`src/rtl/cpu_bus_pkg.sv`:
```
`default_nettype none
// ============================================================================
// cpu_bus_pkg : shared types and default regions for the CPU/host bus routers
// Revision    : 1.0
// ============================================================================
package cpu_bus_pkg;

    typedef enum logic [2:0] {
        ST_IDLE   = 3'd0,
        ST_DECODE = 3'd1,
        ST_WAIT   = 3'd2,
        ST_ACK    = 3'd3,
        ST_ERR    = 3'd4
    } state_t;

    // Block RAM occupies the bottom 512 KB; SDRAM catches everything else.
    localparam logic [31:0] c_BRAM_BASE  = 32'h0000_0000;
    localparam logic [31:0] c_BRAM_MASK  = 32'hFFF8_0000;
    localparam logic [31:0] c_SDRAM_BASE = 32'h0000_0000;
    localparam logic [31:0] c_SDRAM_MASK = 32'h0000_0000;

    localparam int c_MAX_TARGETS = 8;

    function automatic int clog2_min1(input int n);
        return (n > 1) ? $clog2(n) : 1;
    endfunction

endpackage
`default_nettype wire

```
`src/rtl/bus_region_decode.sv`:
```
`default_nettype none
// ============================================================================
// bus_region_decode : combinational base/mask matcher, lowest index wins
// Revision          : 1.0
// ============================================================================
module bus_region_decode #(
    parameter int NUM_TARGETS = 2,
    parameter int ADDR_W      = 32,
    parameter int IDX_W       = 1
) (
    input  logic [ADDR_W-1:0]             i_addr,
    input  logic [NUM_TARGETS*ADDR_W-1:0] i_region_base,
    input  logic [NUM_TARGETS*ADDR_W-1:0] i_region_mask,
    output logic                          o_hit,
    output logic [IDX_W-1:0]              o_idx
);

    logic [NUM_TARGETS-1:0] w_match;

    genvar gi;
    generate
        for (gi = 0; gi < NUM_TARGETS; gi++) begin : g_match
            assign w_match[gi] = ((i_addr & i_region_mask[gi*ADDR_W +: ADDR_W])
                                  == i_region_base[gi*ADDR_W +: ADDR_W]);
        end
    endgenerate

    // Scan downwards so the lowest matching index is the last one written.
    always_comb begin
        o_hit = 1'b0;
        o_idx = '0;
        for (int i = NUM_TARGETS - 1; i >= 0; i--) begin
            if (w_match[i]) begin
                o_hit = 1'b1;
                o_idx = IDX_W'(i);
            end
        end
    end

endmodule
`default_nettype wire

```
`src/rtl/cpu_bus_router.sv`:
```
`default_nettype none
// ============================================================================
// cpu_bus_router : 68k-style CPU bus cycle decode and target req/ack handshake
// Revision       : 1.0
// ============================================================================
module cpu_bus_router
    import cpu_bus_pkg::*;
#(
    parameter int                            NUM_TARGETS    = 2,
    parameter int                            ADDR_W         = 32,
    parameter int                            DATA_W         = 32,
    parameter logic [NUM_TARGETS*ADDR_W-1:0] REGION_BASE    = {c_SDRAM_BASE, c_BRAM_BASE},
    parameter logic [NUM_TARGETS*ADDR_W-1:0] REGION_MASK    = {c_SDRAM_MASK, c_BRAM_MASK},
    parameter int                            TIMEOUT_CYCLES = 255
) (
    input  logic                                              CLK_114,
    input  logic                                              RESET_N,
    input  logic [ADDR_W-1:0]                                 cpu_addr,
    input  logic [DATA_W-1:0]                                 cpu_wdata,
    input  logic                                              cpu_as_n,
    input  logic                                              cpu_rw_n,
    input  logic [DATA_W/8-1:0]                               cpu_be_n,
    output logic [DATA_W-1:0]                                 cpu_rdata,
    output logic                                              cpu_dtack_n,
    output logic                                              cpu_berr_n,
    output logic [NUM_TARGETS-1:0]                            tgt_sel_n,
    output logic [NUM_TARGETS-1:0]                            tgt_rw_n,
    output logic [ADDR_W-1:0]                                 tgt_addr,
    output logic [DATA_W-1:0]                                 tgt_wdata,
    output logic [DATA_W/8-1:0]                               tgt_be_n,
    input  logic [NUM_TARGETS*DATA_W-1:0]                     tgt_rdata,
    input  logic [NUM_TARGETS-1:0]                            tgt_dtack_n,
    output logic [(NUM_TARGETS > 1 ? $clog2(NUM_TARGETS) : 1)-1:0] active_tgt
);

    localparam int                 c_IDX_W      = clog2_min1(NUM_TARGETS);
    localparam int                 c_CNT_W      = clog2_min1(TIMEOUT_CYCLES + 1);
    localparam int                 c_BE_W       = DATA_W / 8;
    localparam logic [c_CNT_W-1:0] c_CNT_MAX    = '1;
    localparam logic [c_CNT_W-1:0] c_TIMEOUT    = c_CNT_W'(TIMEOUT_CYCLES);
    localparam bit                 c_TIMEOUT_EN = (TIMEOUT_CYCLES != 0);

    state_t                   r_state,   w_state_nxt;
    logic [ADDR_W-1:0]        r_addr,    w_addr_nxt;
    logic [DATA_W-1:0]        r_wdata,   w_wdata_nxt;
    logic [c_BE_W-1:0]        r_be_n,    w_be_n_nxt;
    logic                     r_rw_n,    w_rw_n_nxt;
    logic [NUM_TARGETS-1:0]   r_sel_n,   w_sel_n_nxt;
    logic [NUM_TARGETS-1:0]   r_tgt_rw_n, w_tgt_rw_n_nxt;
    logic [c_IDX_W-1:0]       r_active,  w_active_nxt;
    logic [c_CNT_W-1:0]       r_cnt,     w_cnt_nxt;
    logic [DATA_W-1:0]        r_rdata,   w_rdata_nxt;
    logic                     r_dtack_n, w_dtack_n_nxt;
    logic                     r_berr_n,  w_berr_n_nxt;

    // Target acknowledge and read data are registered once before the FSM sees them.
    logic [NUM_TARGETS-1:0]   r_tgt_dtack_n;
    logic [DATA_W-1:0]        r_rdata_smp;

    logic                     w_dec_hit;
    logic [c_IDX_W-1:0]       w_dec_idx;
    logic [c_CNT_W-1:0]       w_cnt_inc;

    bus_region_decode #(
        .NUM_TARGETS (NUM_TARGETS),
        .ADDR_W      (ADDR_W),
        .IDX_W       (c_IDX_W)
    ) u_decode (
        .i_addr        (r_addr),
        .i_region_base (REGION_BASE),
        .i_region_mask (REGION_MASK),
        .o_hit         (w_dec_hit),
        .o_idx         (w_dec_idx)
    );

    assign w_cnt_inc = (r_cnt == c_CNT_MAX) ? r_cnt : r_cnt + c_CNT_W'(1);

    always_ff @(posedge CLK_114 or negedge RESET_N) begin
        if (!RESET_N) begin
            r_state       <= ST_IDLE;
            r_addr        <= '0;
            r_wdata       <= '0;
            r_be_n        <= '1;
            r_rw_n        <= 1'b1;
            r_sel_n       <= '1;
            r_tgt_rw_n    <= '1;
            r_active      <= '0;
            r_cnt         <= '0;
            r_rdata       <= '0;
            r_dtack_n     <= 1'b1;
            r_berr_n      <= 1'b1;
            r_tgt_dtack_n <= '1;
            r_rdata_smp   <= '0;
        end else begin
            r_state       <= w_state_nxt;
            r_addr        <= w_addr_nxt;
            r_wdata       <= w_wdata_nxt;
            r_be_n        <= w_be_n_nxt;
            r_rw_n        <= w_rw_n_nxt;
            r_sel_n       <= w_sel_n_nxt;
            r_tgt_rw_n    <= w_tgt_rw_n_nxt;
            r_active      <= w_active_nxt;
            r_cnt         <= w_cnt_nxt;
            r_rdata       <= w_rdata_nxt;
            r_dtack_n     <= w_dtack_n_nxt;
            r_berr_n      <= w_berr_n_nxt;
            r_tgt_dtack_n <= tgt_dtack_n;
            r_rdata_smp   <= tgt_rdata[r_active*DATA_W +: DATA_W];
        end
    end

    always_comb begin
        w_state_nxt    = r_state;
        w_addr_nxt     = r_addr;
        w_wdata_nxt    = r_wdata;
        w_be_n_nxt     = r_be_n;
        w_rw_n_nxt     = r_rw_n;
        w_sel_n_nxt    = r_sel_n;
        w_tgt_rw_n_nxt = r_tgt_rw_n;
        w_active_nxt   = r_active;
        w_cnt_nxt      = r_cnt;
        w_rdata_nxt    = r_rdata;
        w_dtack_n_nxt  = r_dtack_n;
        w_berr_n_nxt   = r_berr_n;

        case (r_state)
            ST_IDLE: begin
                if (!cpu_as_n) begin
                    w_addr_nxt  = cpu_addr;
                    w_wdata_nxt = cpu_wdata;
                    w_be_n_nxt  = cpu_be_n;
                    w_rw_n_nxt  = cpu_rw_n;
                    w_state_nxt = ST_DECODE;
                end
            end
            ST_DECODE: begin
                if (cpu_as_n) begin
                    w_state_nxt = ST_IDLE;
                end else if (w_dec_hit) begin
                    w_sel_n_nxt               = '1;
                    w_sel_n_nxt[w_dec_idx]    = 1'b0;
                    w_tgt_rw_n_nxt            = '1;
                    w_tgt_rw_n_nxt[w_dec_idx] = r_rw_n;
                    w_active_nxt              = w_dec_idx;
                    w_cnt_nxt                 = '0;
                    w_state_nxt               = ST_WAIT;
                end else begin
                    w_berr_n_nxt = 1'b0;
                    w_state_nxt  = ST_ERR;
                end
            end
            ST_WAIT: begin
                // Abort beats acknowledge, acknowledge beats timeout.
                if (cpu_as_n) begin
                    w_sel_n_nxt    = '1;
                    w_tgt_rw_n_nxt = '1;
                    w_state_nxt    = ST_IDLE;
                end else if (!r_tgt_dtack_n[r_active]) begin
                    if (r_rw_n) begin
                        w_rdata_nxt = r_rdata_smp;
                    end
                    w_sel_n_nxt    = '1;
                    w_tgt_rw_n_nxt = '1;
                    w_dtack_n_nxt  = 1'b0;
                    w_state_nxt    = ST_ACK;
                end else begin
                    w_cnt_nxt = w_cnt_inc;
                    if (c_TIMEOUT_EN && (w_cnt_inc == c_TIMEOUT)) begin
                        w_sel_n_nxt    = '1;
                        w_tgt_rw_n_nxt = '1;
                        w_berr_n_nxt   = 1'b0;
                        w_state_nxt    = ST_ERR;
                    end
                end
            end
            ST_ACK: begin
                if (cpu_as_n) begin
                    w_dtack_n_nxt = 1'b1;
                    w_state_nxt   = ST_IDLE;
                end
            end
            ST_ERR: begin
                if (cpu_as_n) begin
                    w_berr_n_nxt = 1'b1;
                    w_state_nxt  = ST_IDLE;
                end
            end
            default: begin
                w_sel_n_nxt    = '1;
                w_tgt_rw_n_nxt = '1;
                w_dtack_n_nxt  = 1'b1;
                w_berr_n_nxt   = 1'b1;
                w_state_nxt    = ST_IDLE;
            end
        endcase
    end

    assign cpu_rdata   = r_rdata;
    assign cpu_dtack_n = r_dtack_n;
    assign cpu_berr_n  = r_berr_n;
    assign tgt_sel_n   = r_sel_n;
    assign tgt_rw_n    = r_tgt_rw_n;
    assign tgt_addr    = r_addr;
    assign tgt_wdata   = r_wdata;
    assign tgt_be_n    = r_be_n;
    assign active_tgt  = r_active;

endmodule
`default_nettype wire

```
`config.mk`:
```
export PLATFORM = sky130hd
export DESIGN_NAME = cpu_bus_router
export DESIGN_NICKNAME = d
export VERILOG_FILES = /design/src/rtl/cpu_bus_pkg.sv /design/src/rtl/bus_region_decode.sv /design/src/rtl/cpu_bus_router.sv
export SDC_FILE = /design/constraint.sdc
export NUM_CORES = 1
export LEC_CHECK = 0
export CAP_MARGIN = 20
export CORE_ASPECT_RATIO = 1.5
export CORE_MARGIN = 1
export CORE_UTILIZATION = 46
export DETAILED_ROUTE_END_ITERATION = 7
export PLACE_DENSITY = 0.84
export SYNTH_ARGS = -nofsm -noshare
export SYNTH_HDL_FRONTEND = slang
export SYNTH_HIERARCHICAL = 1
export SYNTH_SLANG_ARGS = --single-unit
export TNS_END_PERCENT = 30
```
`constraint.sdc`:
```
create_clock -name CLK_114 -period 2.9 [get_ports CLK_114]
set_input_delay 0.58 -clock CLK_114 [delete_from_list [all_inputs] [get_ports CLK_114]]
set_output_delay 0.58 -clock CLK_114 [all_outputs]
set_load 0.05 [all_outputs]
```
**Word-level counts from Yosys, hierarchy flattened**

Cells that the tools add are included.

- Bits in registers: 153
- Input bits: 138
- Output and inout bits: 107
- Word-level logic and storage cells: 90

- $add $sub $neg: 1
- Order comparisons: 3
- Equality and inequality tests: 16
- Shifts and indexed selects: 1
- Multiplexer cells: 32
- Bitwise operators: 7
- Reductions and logical operators: 16

Operators with widths:

| cell | number |
|---|---|
| $shiftx A64 B7 Y32 | 1 |
| $logic_not A32 Y1 | 1 |
| $mux W8 | 4 |
| $eq A8 B8 Y1 const B | 2 |
| $ne A2 B2 Y1 const B | 8 |
| $pmux W8 S2 | 1 |
| $mux W3 | 5 |
| $mux W2 | 6 |
| $pmux W2 S3 | 2 |
| $pmux W3 S4 | 1 |
| $reduce_and A4 Y1 | 3 |
| $mux W1 | 10 |
| $reduce_or A3 Y1 | 3 |
| $add A8 B1 Y8 const B | 1 |
| $eq A3 B2 Y1 const B | 2 |
| $pmux W1 S3 | 2 |
| $reduce_and A3 Y1 | 2 |
| $not A1 Y1 | 5 |
| $reduce_and A5 Y1 | 1 |
| $lt A1 B2 Y1 const B | 2 |
| $ne A4 B4 Y1 const B | 1 |
| $reduce_and A2 Y1 | 2 |
| $eq A3 B1 Y1 const B | 1 |
| $eq A3 B3 Y1 const B | 1 |
| other kinds (9) | 9 |

**Longest topological paths before layout**

Gate-level depths: netlist of run 1.

- Word-level depth: 10
- Gate-level depth with buffers: 10
- Mapped depth without buffers: 10

**Hierarchy**

The synthesis of run 1 kept the hierarchy.

By module, submodules not included:

| module | times used | cells each | area an instance (um^2) | sequential area each (um^2) |
|---|---|---|---|---|
| cpu_bus_router | 1 | 415 | 6163.4 | 3844.9 |
| bus_region_decode | 1 | 172 | 1188.6 | 0.0 |

**Least setup slack after synthesis of run 1**

OpenSTA, ideal clock, no wires.

- Path type: register to register
- Start: reg r_addr[26] (netlist: tgt_addr[26])
- End: reg r_tgt_rw_n[0] (netlist: tgt_rw_n[0])
- Library setup time: 0.077 ns
- Arrival time: 2.165 ns
- Required time: 2.823 ns
- Path slack: 0.657 ns
- Stages on the path, launching flop included: 9
- Path buffers: 0
- Clock period less this slack: 2.243 ns
- Cell sequence: dfrtp_1 > and3b_1 > a211oi_1 > nand4_1 > nor4_2 > nor2b_1 > or2_2 > or3_1 > o21a_1

- Cells in the longest elaborated chain, start to end: 10
- Elaborated cells on any way between the ends: 11
- Classes of those cells: order compare (2); mux (5); bitwise (2); reduce/logical (2)

Ends and longest elaborated chain:

| element | line | RTL |
|---|---|---|
| start, declared | cpu_bus_router.sv:44 | `logic [ADDR_W-1:0] r_addr, w_addr_nxt;` |
| start signal, assigned | cpu_bus_router.sv:96 | `r_addr <= w_addr_nxt;` |
| $logic_not A32 Y1 * | bus_region_decode.sv:23 | `assign w_match[gi] = ((i_addr & i_region_mask[gi*ADDR_W +: ADDR_W])` |
| $mux W1 * | bus_region_decode.sv:33 | `if (w_match[i]) begin` |
| via w_dec_idx | cpu_bus_router.sv:61 | `logic [c_IDX_W-1:0] w_dec_idx;` |
| $lt A1 B2 Y1 (not written as such) / $ge A1 B1 Y1 (equally long branches) | cpu_bus_router.sv:143 | `w_tgt_rw_n_nxt[w_dec_idx] = r_rw_n;` |
| $logic_and A1 B1 Y1 (not written as such) | cpu_bus_router.sv:143 |  |
| $mux W1 (not written as such) | cpu_bus_router.sv:143 |  |
| $demux W1 S1 * | cpu_bus_router.sv:143 |  |
| $not A2 Y2 (no line) * | - |  |
| $or A2 B2 Y2 (no line) * | - |  |
| $mux W2 * | cpu_bus_router.sv:137 | `if (cpu_as_n) begin` |
| $pmux W2 S3 * | cpu_bus_router.sv:126 | `case (r_state)` |
| end signal, assigned | cpu_bus_router.sv:101 | `r_tgt_rw_n <= w_tgt_rw_n_nxt;` |
| end, declared | cpu_bus_router.sv:49 | `logic [NUM_TARGETS-1:0] r_tgt_rw_n, w_tgt_rw_n_nxt;` |

Mark *: on every way through the listed nets, which the timed path passes. The rest lies on a longest branch. The select of a mux whose other input is x is not followed.
A chain may end at the register's enable or synchronous reset.

**Worst setup path in the final report of run 1**

- Start: reg r_berr_n (netlist: cpu_berr_n)
- End: out cpu_berr_n

RTL lines:

| element | line | RTL |
|---|---|---|
| start, declared | cpu_bus_router.sv:54 | `logic r_berr_n, w_berr_n_nxt;` |
| start signal, assigned | cpu_bus_router.sv:106 | `r_berr_n <= w_berr_n_nxt;` |
| end, declared | cpu_bus_router.sv:25 | `output logic cpu_berr_n,` |

No word-level cell between the ends.

==> metrics.yaml, run 1 <==
tns_ns: 0
clk-insertion-delay-late_ns: 0.42
r2r-end: "tgt_sel_n[0]$_DFFE_PN1P_"
met1_usage_pct: 23.20
gp_congestion: 0.7811
grt_most_used_layer: "met2"
critPathBufInv: 1
synth_ff_type: "dfrtp_1"
grt_usage_pct: 22.04
instances_no_fill: 1306
crit_type: "reg -> out"
dp_hpwl_um: 13210
max-clock-path-buffers: 2
grt_overflow: 0
drc: 0
drive_gt1_share_pct: 19.13
end_kind: "output pin"
initial_core_util_pct: 47.05
vias_per_cell: 4.626
rows: 56
antennaDiodeCount: 0
rsz0062_at_grt: "no"
reg2regPathDepth: 7
skew_ns: 0.007661
path_delay_family: "buffers and inverters"
final-hold-violation-count: 0
crit_required_ns: 2.32
cts_resized: 0
status: "completed"
irDropWorstVdd_mv: 0.4907
syn_inst: 587
avgSynthCellArea_sq_um: 12.52
use_met3_pct: 5.956
clock_sinks: 153
io_pins: 245
cts_tree: "done"
port_buffers: 244
setup-violations-final: 0
cts_made_buffers: 17
maxCapViolCount: 0
syn2layout_area_growth_pct: 57.54
min_path_type: "in -> async"
synth_edf_count: 0
firstDrtPassIters: 4
critPathMaxStageDelay_ns: 0.82
grt_max_degree: 72
wl_um: 17640
power.density_nw_per_um2: 618.8
die_y_um: 156.8
synth_cell_types: 49
dieWidth_um: 105.2
postCtsSetupRepairBufs: 0
num_vias: 6042
core_sq_um: 15630
synthesis.area_sq_um: 7352
cts_max_level: 4
post-place-cells: 1274
finalCritPeriodShare_pct: 81.85
ys_ff_latch: 153
fmax_mhz: 421.3
crit_arrival_ns: 1.79
slew_violations: 0
drt-initial-drc-count: 262
antenna_found_initial: 0
maxSlewHeadroom_pct: 59.10
clkSlewWorstSetupHoldPaths_ns: 0.07
yosysWarnings: 6
cp_max_fo: 2
cts-root-buf: "clkbuf_16"
async_flop_share_pct: 100.0
synth_sequential_area_ratio_pct: 52.30
final_core_util_pct: 74.13
rrSetupSlack_ns: 0.62
finalPower_mw: 7.167
grt_pass1_vias: 5994
ctsHoldBuffers: 0
cp-start-kind: "register"
fin_crit_ns: 2.374
cellLeakagePower_nw: 5.384
die_area_sq_um: 16500
ant_nets: 0
grt_pass1_wl_um: 28140
rr_startpoint: "r_cnt[0]$_DFFE_PN0P_"
crit_chain: "clkdlybuf4s50_1"
wire_per_inst_um: 13.50
met2_usage_pct: 40.57
timing.hold.ws_ns: 0.09215
crit_slowest_cell: "clkdlybuf4s50_1"
tightest_slew_ns: 0.6112
nets: 1229
## Yosys cell counts, drive strengths merged (6+ instances only)
cell / count / area, sq um
and3: 35 / 229.0
o21ai: 13 / 72.57
buf: 19 / 135.1
a211oi: 18 / 167.7
nand3: 21 / 105.1
dfstp: 13 / 341.6
o22a: 17 / 148.9
a21o: 16 / 120.1
mux2: 136 / 1531
nor2: 12 / 45.04
a21boi: 17 / 127.6
a21oi: 47 / 239.0
inv: 6 / 22.52
and3b: 16 / 140.1
nand2: 8 / 30.03
dfrtp: 140 / 3503
nand4: 11 / 75.07
## layer usage
layer | vias to the layer above | share of wire, % | routed length, um
met5 | - | 0 | 0
met4 | 0 | 3.6 | 641
met3 | 36 | 4.9 | 867
met2 | 171 | 54 | 9562
met1 | 2868 | 37 | 6564
li1 | 2967 | - | -
## area by class of cell
| class | instances | area [sq um] |
|---|---|---|
| clock buffers | 19 | 452.9 |
| flip-flops and latches | 153 | 3845 |
| well taps | 203 | 254.0 |
| multi-input cells | 660 | 4299 |
| inverters | 6 | 22.52 |
| repair buffers | 252 | 2564 |
| clock inverters | 13 | 145.1 |
| fillers | 1133 | 4043 |
## state kept, by name (all words and copies together), names as in the netlist
signal	cells
r_rw_n	1
cpu_rdata	32
tgt_rw_n	2
r_rdata_smp	32
r_state	3
active_tgt	1
r_tgt_dtack_n	2
tgt_sel_n	2
cpu_berr_n	1
cpu_dtack_n	1
tgt_wdata	32
r_cnt	8
tgt_be_n	4
tgt_addr	32
## report_power, final
group | switching [mW] | internal, mW | leakage, nW
registers | 0.252 | 2.43 | 1.87
clock network | 0.961 | 1.27 | 0.298
logic | 1.31 | 0.935 | 3.22
total | 2.53 | 4.64 | 5.38
## metrics by stage
stage | setup WS, ns | instance area [sq um]
after CTS | 0.5007 | 11580
after global routing | 0.4286 | 11580
after floorplan | 0.6573 | 8305
after global placement | 0.5326 | 10980
after detailed placement | 0.5014 | 10980
final | 0.5263 | 11580
## cells in the final DEF, fill, tap and decap left out, drive strengths merged, types with 16 or more instances in the layout
master         netlist  routed
clkdlybuf4s50        0     242
dfrtp              140     140
and3b               16      16
a211oi              18      18
mux2               136     136
nand3               21      21
and3                35      35
a21boi              17      17
a21oi               47      47
inv                  6      17
o22a                17      17
a21o                16      16
clkbuf               3      19
conb                 2     256
## kinds of logic after synthesis
logic type	count (synthesis)	synth area share, %
AO/OA/AOI/OAI	141	13.33
adder cells (fa/ha/maj)	1	0.1702
buffers and inverters	28	2.297
flip-flops	153	52.30
multiplexers	139	21.41
other	2	0.1021
AND/OR/NAND/NOR	123	10.40
## worst max-delay path by stage
stage / startpoint / to / slack [ns] / cells past startpoint
6_report: cpu_berr_n$_DFFE_PN1P_ / cpu_berr_n / 0.53 / 1
5_1_grt: r_cnt[0]$_DFFE_PN0P_ / tgt_sel_n[0]$_DFFE_PN1P_ / 0.43 / 7
4_1_cts: cpu_dtack_n$_DFFE_PN1P_ / cpu_dtack_n / 0.50 / 1
3_5_place_dp: cpu_as_n / tgt_addr[20]$_DFFE_PN0P_ / 0.50 / 6
3_3_place_gp: cpu_as_n / tgt_addr[24]$_DFFE_PN0P_ / 0.53 / 6
2_1_floorplan: tgt_addr[26]$_DFFE_PN0P_ / tgt_rw_n[0]$_DFFE_PN1P_ / 0.66 / 8
(Power assumes the default switching activity.)
==> inputs of run 2 (changes only) <==
- clock period: 2.9 -> 2.4 ns (I/O delays scaled with it)
==> metrics.yaml, run 2 (same netlist as run 1, synthesis figures left out) <==
crit_slowest_cell: "clkdlybuf4s50_1"
syn2layout_area_growth_pct: 58.95
setup-violations-final: 0  # unchanged
skew_ns: 0.01232  # +0.004656 ns
finalPower_mw: 8.682  # +21%
ctsHoldBuffers: 0  # unchanged
antennaDiodeCount: 0  # unchanged
ant_nets: 0  # unchanged
rsz0062_at_grt: "no"
cp-start-kind: "register"
fmax_mhz: 436.7
num_vias: 6167  # +2.1%
drc: 0  # unchanged
drt-initial-drc-count: 251  # -4.2%
vias_per_cell: 4.676  # +1.1%
maxSlewHeadroom_pct: 60.65  # +1.6 points
wire_per_inst_um: 14.14  # +4.7%
ff_latch_area_sq_um: 3845  # unchanged
dp_hpwl_um: 14040  # +6.3%
cp_max_fo: 4  # +2
status: "completed"
place_area_sq_um: 11080  # +0.89%
power.share.clock_pct: 30.5  # -0.7 points
p_sw_mw: 3.161  # +25%
startpoint: "cpu_dtack_n$_DFFE_PN1P_"
final-hold-violation-count: 0  # unchanged
final_common_cell: "conb_1"
nets: 1242  # +1.1%
postCtsSetupRepairBufs: 0  # unchanged
switching_share_pct: 36.41  # +1.2 points
cts_resized: 0  # unchanged
critPathBufInv: 1  # unchanged
power.density_nw_per_um2: 742.9  # +20%
cts-root-buf: "clkbuf_16"
p_int_mw: 5.521  # +19%
grt_max_degree: 59  # -18%
reg2regPathDepth: 7  # unchanged
critPathMaxStageDelay_ns: 0.82  # about the same
layout_common_cells: "conb_1, clkdlybuf4s50_1, dfrtp_1"
grt_pass1_wl_um: 29970  # +6.5%
cts_tree: "done"
io_pins: 245  # unchanged
timing.hold.ws_ns: 0.01689  # -0.07526 ns
clk-insertion-delay-late_ns: 0.43  # about the same
initial_core_util_pct: 47.05  # unchanged
rr_startpoint: "r_cnt[0]$_DFFE_PN0P_"
grt_usage_pct: 23.50  # +1.5 points
cts_max_level: 4  # unchanged
end_kind: "output pin"
grt_overflow: 0  # unchanged
crit_required_ns: 1.92  # -0.40 ns
finalCritPeriodShare_pct: 95.42
grt_pass1_vias: 6364  # +6.2%
tightest_slew_ns: 0.5884  # -0.02286 ns
design_area_sq_um: 11690  # +0.90%
seqPwrFrac_pct: 37.0  # -0.5 points
n_fill_cell: 1128  # -0.44%
p_comb_share_pct: 32.5  # +1.1 points
maxCapViolCount: 0  # unchanged
die_area_sq_um: 16500  # unchanged
clock_sinks: 153  # unchanged
core_sq_um: 15630  # unchanged
dieWidth_um: 105.2  # unchanged
crit_arrival_ns: 1.81  # +0.02 ns
clkSlewWorstSetupHoldPaths_ns: 0.07  # about the same
multi_input_area_sq_um: 4299  # unchanged
gp_congestion: 0.8840  # +13%
antenna_found_initial: 0  # unchanged
tns_ns: 0  # unchanged
drive_gt1_share_pct: 20.07  # +0.94 points
cts_made_buffers: 17  # unchanged
cp.depth: 1  # unchanged
port_buffers: 244  # unchanged
max-clock-path-buffers: 2  # unchanged
slew_violations: 0  # unchanged
rows: 56  # unchanged
firstDrtPassIters: 4  # unchanged
path_delay_family: "buffers and inverters"
fin_crit_ns: 2.290
irDropWorstVdd_mv: 0.7568  # +54%
min_path_type: "in -> async"
crit_type: "reg -> out"
crit_chain: "clkdlybuf4s50_1"
cellLeakagePower_nw: 5.436  # +0.96%
die_y_um: 156.8  # unchanged
wl_um: 18650  # +5.8%
[run 2: changes by cell type in the layout (fill, tap and decap cells not counted), moves of 2 or more]
cell | previous run | this run
buf_4 | 4 | 17
clkbuf_8 | 2 | 0
clkinv_8 | 0 | 5
clkinvlp_4 | 0 | 2
inv_6 | 7 | 2
[run 2: worst paths after layout]
check / endpoint / slack, ns
max: cpu_dtack_n / 0.11
min in group CLK_114: r_tgt_dtack_n[1]$_DFF_PN1_ / 0.47
min: r_rdata_smp[29]$_DFF_PN0_ / 0.02
min reg2reg: cpu_rdata[28]$_DFFE_PN0P_ / 0.47
max in group asynchronous: tgt_sel_n[1]$_DFFE_PN1P_ / 1.66
max reg2reg: tgt_sel_n[0]$_DFFE_PN1P_ / 0.22
[run 2: area by class of cell]
class / instances / area share [%]
clock buffer: 17 / 3.640
timing repair buffer: 265 / 22.77
sequential: 153 / 32.90
tap: 203 / 2.173
multi-input combinational: 660 / 36.79
clock inverter: 15 / 1.531
inverter: 6 / 0.1927
[run 2: per-layer routing]
metal	track usage [%]	vias up	wire length [um]
met5	0	-	0
met4	9.993	0	563
met3	5.956	38	917
met2	45.55	190	10550
met1	23.34	2957	6614
li1	-	2982	-
[run 2: per-stage QoR]
stage                     cells  worst slack (ns)  util (%)
after CTS                  1319           0.09390     74.79
after global routing       1319          0.007122     74.79
final                      1319            0.1098     74.79
after floorplan             841            0.1573         -
after detailed placement   1287            0.2447     70.92
after global placement     1287            0.2560     70.92
[run 2: power groups by stage]
stage          Clock (mW)  Combinational, mW  Sequential [mW]
2_1_floorplan           0              0.665             4.28
3_3_place_gp            0               2.77             3.23
3_5_place_dp            0               2.80             3.27
4_1_cts              2.71               2.80             3.22
5_1_grt              2.84               2.96             3.27
6_report             2.65               2.82             3.21
